<file path="src/rtl/switch_pkg.sv">
// Shared definitions for the 4x4 switch daemons: word/header layout, FSM states
// and the header decode helper.
package switch_pkg;

    localparam int DATA_W    = 32;
    localparam int LEN_W     = 8;
    localparam int NUM_PORTS = 4;
    localparam int DEST_W    = 2;

    localparam int RSVD_MSB  = 31;
    localparam int RSVD_LSB  = 26;
    localparam int DEST_MSB  = 25;
    localparam int DEST_LSB  = 24;
    localparam int LEN_MSB   = 7;
    localparam int LEN_LSB   = 0;

    typedef enum logic [1:0] {
        IDLE  = 2'd0,
        ROUTE = 2'd1,
        DROP  = 2'd2
    } state_t;

    typedef struct packed {
        logic              malformed;
        logic [DEST_W-1:0] dest;
        logic [LEN_W-1:0]  len;
    } hdr_t;

    function automatic hdr_t decode_hdr(input logic [DATA_W-1:0] word);
        hdr_t h;
        h.malformed = |word[RSVD_MSB:RSVD_LSB];
        h.dest      = word[DEST_MSB:DEST_LSB];
        h.len       = word[LEN_MSB:LEN_LSB];
        return h;
    endfunction

endpackage

</file>
<file path="src/rtl/hdr_decode.sv">
// Combinational header field extraction; only meaningful when the word
// presented is in a header position.
module hdr_decode
    import switch_pkg::*;
(
    input  logic [DATA_W-1:0] word,
    output hdr_t              hdr
);

    assign hdr = decode_hdr(word);

endmodule

</file>
<file path="src/rtl/input_daemon.sv">
// Ingress steering for one switch input: decodes headers, forwards packets to
// one of four queue feeds with backpressure, and discards malformed packets.
//
// state | meaning
// IDLE  | next accepted word is a header
// ROUTE | forwarding payload words to the latched destination queue
// DROP  | discarding the payload of a malformed packet
module input_daemon #(
    parameter int DATA_W     = switch_pkg::DATA_W,
    parameter int LEN_W      = switch_pkg::LEN_W,
    parameter int DROP_CNT_W = 8
) (
    input  logic                  clk,
    input  logic                  rst,
    input  logic [DATA_W:0]       INPUT_PORT,
    output logic                  INPUT_READY,
    input  logic [3:0]            QUEUE_FULL,
    output logic [DATA_W:0]       TO_QUEUE_1,
    output logic [DATA_W:0]       TO_QUEUE_2,
    output logic [DATA_W:0]       TO_QUEUE_3,
    output logic [DATA_W:0]       TO_QUEUE_4,
    output logic                  PKT_DONE,
    output logic [DROP_CNT_W-1:0] DROP_COUNT
);

    localparam int NP = switch_pkg::NUM_PORTS;

    switch_pkg::state_t      state, state_n;
    switch_pkg::hdr_t        hdr;
    logic [1:0]              dest_r;
    logic [LEN_W-1:0]        rem_r;
    logic [DATA_W:0]         q_r [NP];
    logic                    done_r;
    logic [DROP_CNT_W-1:0]   drop_r;

    logic                    in_valid;
    logic                    ready;
    logic                    fwd;
    logic [1:0]              fwd_dest;
    logic                    last;
    logic                    drop_hdr;
    logic                    load_hdr;
    logic                    dec;

    hdr_decode u_hdr_decode (
        .word (INPUT_PORT[DATA_W-1:0]),
        .hdr  (hdr)
    );

    assign in_valid = INPUT_PORT[DATA_W];

    always_comb begin
        state_n  = state;
        ready    = 1'b0;
        fwd      = 1'b0;
        fwd_dest = dest_r;
        last     = 1'b0;
        drop_hdr = 1'b0;
        load_hdr = 1'b0;
        dec      = 1'b0;
        case (state)
            switch_pkg::IDLE: begin
                // a malformed header is always swallowed, whatever its dest field says
                ready = hdr.malformed ? 1'b1 : !QUEUE_FULL[hdr.dest];
                if (in_valid && ready) begin
                    load_hdr = 1'b1;
                    if (hdr.malformed) begin
                        drop_hdr = 1'b1;
                        if (hdr.len != '0) state_n = switch_pkg::DROP;
                    end else begin
                        fwd      = 1'b1;
                        fwd_dest = hdr.dest;
                        if (hdr.len == '0) last = 1'b1;
                        else               state_n = switch_pkg::ROUTE;
                    end
                end
            end
            switch_pkg::ROUTE: begin
                ready = !QUEUE_FULL[dest_r];
                if (in_valid && ready) begin
                    fwd = 1'b1;
                    dec = 1'b1;
                    if (rem_r <= LEN_W'(1)) begin
                        last    = 1'b1;
                        state_n = switch_pkg::IDLE;
                    end
                end
            end
            switch_pkg::DROP: begin
                ready = 1'b1;
                if (in_valid) begin
                    dec = 1'b1;
                    if (rem_r <= LEN_W'(1)) state_n = switch_pkg::IDLE;
                end
            end
            default: state_n = switch_pkg::IDLE;
        endcase
    end

    always_ff @(posedge clk or negedge rst) begin
        if (!rst) begin
            state  <= switch_pkg::IDLE;
            dest_r <= '0;
            rem_r  <= '0;
            done_r <= 1'b0;
            drop_r <= '0;
            for (int k = 0; k < NP; k++) q_r[k] <= '0;
        end else begin
            state  <= state_n;
            done_r <= last;
            for (int k = 0; k < NP; k++)
                q_r[k] <= (fwd && fwd_dest == 2'(k)) ? {1'b1, INPUT_PORT[DATA_W-1:0]} : '0;
            if (load_hdr) begin
                rem_r <= LEN_W'(hdr.len);
                if (!hdr.malformed) dest_r <= hdr.dest;
            end else if (dec && rem_r != '0) begin
                rem_r <= rem_r - LEN_W'(1);
            end
            if (drop_hdr && drop_r != '1) drop_r <= drop_r + DROP_CNT_W'(1);
        end
    end

    assign INPUT_READY = ready;
    assign TO_QUEUE_1  = q_r[0];
    assign TO_QUEUE_2  = q_r[1];
    assign TO_QUEUE_3  = q_r[2];
    assign TO_QUEUE_4  = q_r[3];
    assign PKT_DONE    = done_r;
    assign DROP_COUNT  = drop_r;

endmodule

</file>
<file path="config.mk">
export PLATFORM = sky130hd
export DESIGN_NAME = input_daemon
export DESIGN_NICKNAME = d
export VERILOG_FILES = /design/src/rtl/switch_pkg.sv /design/src/rtl/hdr_decode.sv /design/src/rtl/input_daemon.sv
export SDC_FILE = /design/constraint.sdc
export NUM_CORES = 1
export LEC_CHECK = 0
export ABC_AREA = 1
export BUFFER_PORTS_ARGS = -buffer_cell sky130_fd_sc_hd__buf_4
export CAP_MARGIN = 20
export CORE_AREA = 5 5 81 158
export CTS_CLUSTER_SIZE = 10
export DETAILED_ROUTE_END_ITERATION = 10
export DIE_AREA = 0 0 86 163
export PLACE_DENSITY = 0.78
export SLEW_MARGIN = 20
export SYNTH_ARGS = -nofsm -noshare
export SYNTH_HDL_FRONTEND = slang
export SYNTH_SLANG_ARGS = --single-unit
</file>
<file path="constraint.sdc">
create_clock -name clk -period 2.3 [get_ports clk]
set_input_delay 0.46 -clock clk [delete_from_list [all_inputs] [get_ports clk]]
set_output_delay 0.46 -clock clk [all_outputs]
set_load 0.02 [all_outputs]
</file>
## Word level (Yosys, flattened, before mapping)

Index checks and enable logic that the tools add are counted.

- Register bits: 153
- Input port bits: 39
- Output and inout port bits: 142

- Equality and inequality tests: 11
- $add $sub $neg: 2
- Reduce and logical (&&, ||, !) cells: 18
- Muxes and demuxes: 40
- $lt $le $gt $ge: 3

Operator list:

| cell | number |
|---|---|
| $mux W33 | 4 |
| $mux W2 | 10 |
| $mux W1 | 17 |
| $mux W8 | 2 |
| $reduce_bool A8 Y1 | 2 |
| $add A8 B1 Y8 const B | 1 |
| $le A8 B1 Y1 const B | 1 |
| $logic_and A1 B1 Y1 | 8 |
| $logic_not A8 Y1 | 1 |
| $ne A8 B8 Y1 const B | 1 |
| $sub A8 B1 Y8 const B | 1 |
| $eq A2 B2 Y1 const B | 3 |
| $lt A2 B3 Y1 const B | 2 |
| $ne A2 B2 Y1 const B | 3 |
| $ne A3 B3 Y1 const B | 2 |
| $pmux W1 S2 | 3 |
| $pmux W2 S3 | 1 |
| $reduce_or A6 Y1 | 1 |
| $reduce_and A5 Y1 | 1 |
| $bmux W1 S2 | 2 |
| $eq A2 B1 Y1 const B | 2 |
| $logic_not A2 Y1 | 2 |
| $pmux W1 S3 | 1 |
| $logic_not A1 Y1 | 2 |
| $reduce_bool A2 Y1 | 1 |

## Longest topological paths before layout

- Word-level depth: 10
- Depth in mapped cells: 11
- Depth with buffers taken out: 11

## By module

From an unflattened synthesis, not the netlist that was laid out.

- Cell total of the unflattened synthesis: 526
- Area, all modules: 5694.2 um^2

Modules (own cells, without submodules):

| module | cells an instance | sequential area each (um^2) | area each (um^2) | instances |
|---|---|---|---|---|
| input_daemon | 512 | 3828.7 | 5602.9 | 1 |
| hdr_decode | 14 | 0.0 | 91.3 | 1 |

## Least setup slack after synthesis

No wires, ideal clock.

- Path type: input to output
- Start point: input port INPUT_PORT[24]
- End point: output port INPUT_READY
- Buffers on the path: 0
- Data arrival time: 1294 ps
- Stages: 7
- Slack: 546 ps
- Path through: inv_2 -> nand2_1 -> nand3_1 -> nand2_1 -> a21oi_1 -> nor2_1 -> nor2_1

- Longest elaborated chain between the ends: 5

Ends and longest elaborated chain:

| what | line | RTL |
|---|---|---|
| start: declaration | input_daemon.sv:15 | `input logic [DATA_W:0] INPUT_PORT,` |
| $bmux W1 S2 | input_daemon.sv:64 | `ready = hdr.malformed ? 1'b1 : !QUEUE_FULL[hdr.dest];` |
| $mux W1 (implied by the code) | input_daemon.sv:64 |  |
| $logic_not A1 Y1 | input_daemon.sv:64 |  |
| $mux W1 | input_daemon.sv:64 |  |
| $pmux W1 S3 | input_daemon.sv:61 | `case (state)` |
| end: declaration | input_daemon.sv:16 | `output logic INPUT_READY,` |

Every way passes these cells. The select of a mux whose other input is x is not followed.

## Worst setup path in the final report

- Start point: register state[0]
- End point: output port INPUT_READY

- Longest elaborated chain between the ends: 2
- Elaborated cells between the ends (all ways): 4

Ends and longest elaborated chain:

| what | line | RTL |
|---|---|---|
| start: declaration | input_daemon.sv:28 | `switch_pkg::state_t state, state_n;` |
| start signal: assignment | input_daemon.sv:102 | `state <= switch_pkg::IDLE;` |
| start signal: assignment | input_daemon.sv:109 | `state <= state_n;` |
| $eq A2 B2 Y1 (tied with other cells) | input_daemon.sv:61 |  |
| $pmux W1 S3 (*) | input_daemon.sv:61 |  |

Mark *: on every way between the ends. The rest lies on a longest branch, timed or not.

==> flow_metrics.tcl <==
set metrics [dict create \
    status "finished clean" \
    cp_slowest_cell "dfrtp_1" \
    dpl.hpwl_um 9490 \
    ios 181 \
    tightest_slew_ns 0.536 \
    die-height_um 163 \
    firstDrtPassIters 4 \
    power.density_nw_per_um2 900 \
    synthCells 515 \
    routedWlPerCell_um 15.5 \
    drcViolationCount 0 \
    startpoint_type "flip-flop" \
    drt_iter0_drc 225 \
    crit_chain "inv_1 -> ha_2 -> inv_2 -> a21oi_4 -> nor2_1 -> nor2_1 -> buf_4" \
    htreeDepth 4 \
    peakVddDrop_mv 0.562 \
    skew_ns 0.00792 \
    io_buffers 180 \
    cp.depth 7 \
    routed_wl_um 13400 \
    clk_latency_ns 0.41 \
    cts-root-buf "clkbuf_16" \
    avgSynthCellArea_um2 10.9 \
    finalCriticalPeriod_ns 2.19 \
    synthesis.nets 562 \
    nFillCells 910 \
    seq_area_frac_synth_pct 68.5 \
    hold_slack_ns 0.0187 \
    cp-end-kind "primary output" \
    cts_tree "done" \
    ys_types 28 \
    clkTransAtPathRegs_ns 0.06 \
    rsz0062_at_grt "false" \
    area_growth_pct 37.3 \
    slowest_delay_ns 0.41 \
    rows 56 \
    grt_max_degree 62 \
    drive_above_1_share_pct 34.2 \
    post_cts_buffers 0 \
    setup_tns_ns 0 \
    grt_overflow_total 0 \
    path_buf_inv 3 \
    setup_slack_ns 0.113 \
    grtUsageTotal_pct 19.7 \
    total_power_mw 6.91 \
    worstHoldPathType "input pin to asynchronous set/reset pin" \
    ant_nets 0 \
    post-place-cells 831 \
    clock.fmax_mhz 457 \
    vias 4109 \
    synth_area_um2 5590 \
    leakage_nw 4.38 \
    die-area_um2 14000 \
    grt_antenna_before_repair 0 \
    cts_buffer_depth 2 \
    dieWidth_um 86 \
    hold_viol_final 0 \
    period_share_pct 95.1 \
    cpMostUsedCell "nor2_1" \
    gp_congestion 0.883 \
    vias_per_cell 4.77 \
    worstPathRequired_ns 1.84 \
    crit_family "flip-flops" \
    coreArea_um2 11600 \
    initial_core_util_pct 48.3 \
    ys_ff_latch 153 \
    numCtsBuffers 17 \
    clock_sinks 153 \
    maxSlewViolCount 0 \
    grt_pass1_vias 4256 \
    maxSlewHeadroom_pct 64.3 \
    finalSetupViolations 0 \
    fin_cells 862 \
    critical_path_class "flip-flop to primary output" \
    fin_nets 752 \
    r2r_slack_ns 0.23 \
    grt_pass1_wl_um 21400 \
    worstPathMaxFanout 4 \
    pre_cts_slack_ns 0.129 \
    reg2reg_depth 8 \
    diodes 0 \
    maxCapViolations 0 \
    yosys_warnings 0 \
    cp.arrival_ns 1.73 \
]
flip-flops by register name, summed over array words and instances, names as in the netlist:
name and count:
TO_QUEUE_1 33, TO_QUEUE_2 33, dest_r 2, rem_r 8
TO_QUEUE_3 33, state 2, TO_QUEUE_4 33, PKT_DONE 1
DROP_COUNT 8
power by group:
group,switching [mW],internal (mW)
Clock,1.11,1.65
Combinational,0.705,0.440
Sequential,0.154,2.84
Total,1.97,4.93
cell families after synthesis:
kind of cell | count (synthesis) | synth area share, %
XOR/XNOR | 10 | 1.57
adder cells (fa/ha/maj) | 8 | 1.79
buffers and inverters | 71 | 6.29
flip-flops | 153 | 68.5
AO/OA/AOI/OAI | 10 | 0.985
AND/OR/NAND/NOR | 263 | 20.8
what timing repair did:
item,4_1_cts,5_1_grt
resized for setup,1,2
pin swaps,0,0
setup endpoints to repair,1,1
hold endpoints to repair,0,0
hold buffers,0,0
cell usage after synthesis:
| library cell | n | area share (%) |
|---|---|---|
| a21boi_0 | 1 | 0.13 |
| a21oi_1 | 2 | 0.18 |
| a31oi_1 | 1 | 0.11 |
| and3_1 | 1 | 0.11 |
| buf_2 | 2 | 0.18 |
| buf_4 | 2 | 0.27 |
| buf_6 | 10 | 2.0 |
| dfrtp_1 | 153 | 69 |
| ha_1 | 8 | 1.8 |
| inv_1 | 48 | 3.2 |
| inv_2 | 9 | 0.60 |
| nand2_1 | 65 | 4.4 |
| nand2_2 | 5 | 0.56 |
| nand2_4 | 1 | 0.20 |
| nand3_1 | 27 | 2.4 |
| nand3_2 | 1 | 0.18 |
| nand3_4 | 5 | 1.6 |
| nand4_1 | 9 | 1.0 |
| nor2_1 | 141 | 9.5 |
| nor2_2 | 3 | 0.34 |
| nor2_4 | 1 | 0.20 |
| nor2b_1 | 1 | 0.11 |
| nor3_1 | 1 | 0.089 |
| o21ai_0 | 5 | 0.45 |
| o22ai_1 | 1 | 0.11 |
| or2_2 | 2 | 0.22 |
| xnor2_1 | 5 | 0.78 |
| xor2_1 | 5 | 0.78 |
worst register-to-register path, cell delays in order (launching register included):
cell and delay, ns:
dfrtp_1 0.41, inv_1 0.10, ha_2 0.22, inv_2 0.08
nor2_4 0.20, nand3_4 0.12, nand2_2 0.20, nand3_4 0.39
nor2_1 0.26
metal layers:
metal / vias to the layer above / GRT usage (%) / part of all wire, %
met1: 1958 / 24.8 / 39
met4: 0 / 5.33 / 1.4
li1: 1950 / - / -
met5: - / 0 / 0
met2: 182 / 32.7 / 50
met3: 19 / 6.48 / 9.8
metrics by stage:
| stage | util [%] | instance area [µm²] |
|---|---|---|
| after global routing | 66.4 | 7670 |
| after global placement | 61.1 | 7060 |
| after CTS | 66.3 | 7660 |
| after floorplan | - | 5590 |
| after detailed placement | 61.1 | 7060 |
| final | 66.4 | 7670 |
cell type report:
class | instances | area, µm² | share of cell area [%]
Inverter | 57 | 214 | 2.79
Clock buffer | 18 | 439 | 5.72
Timing Repair Buffer | 185 | 1430 | 18.6
Sequential cell | 153 | 3830 | 49.9
Clock inverter | 13 | 159 | 2.07
Multi-Input combinational cell | 291 | 1420 | 18.5
Tap cell | 145 | 181 | 2.36
path summary, 6_finish.rpt:
kind,from,to
setup / recovery,state[0],INPUT_READY
hold / removal,rst,TO_QUEUE_2[31]
setup reg to reg,state[0],TO_QUEUE_4[13]
hold reg to reg,DROP_COUNT[0],DROP_COUNT[0]
max in group asynchronous,rst,TO_QUEUE_3[10]
min in group clk,INPUT_PORT[1],rem_r[1]
placed cells by master (no fill, tap or decap), types with 3 or more instances in the layout:
master	instances
nand2_1	65
inv_1	48
nand3_4	5
nand3_1	27
clkinv_4	3
nand2_2	5
o21ai_0	5
nor2_1	141
inv_6	4
xnor2_1	5
dfrtp_1	153
nand4_1	9
xor2_1	5
clkbuf_16	17
nor2_2	3
buf_12	3
buf_4	181
inv_2	9
ha_1	7
No activity file was read; power rests on OpenSTA's default activity.
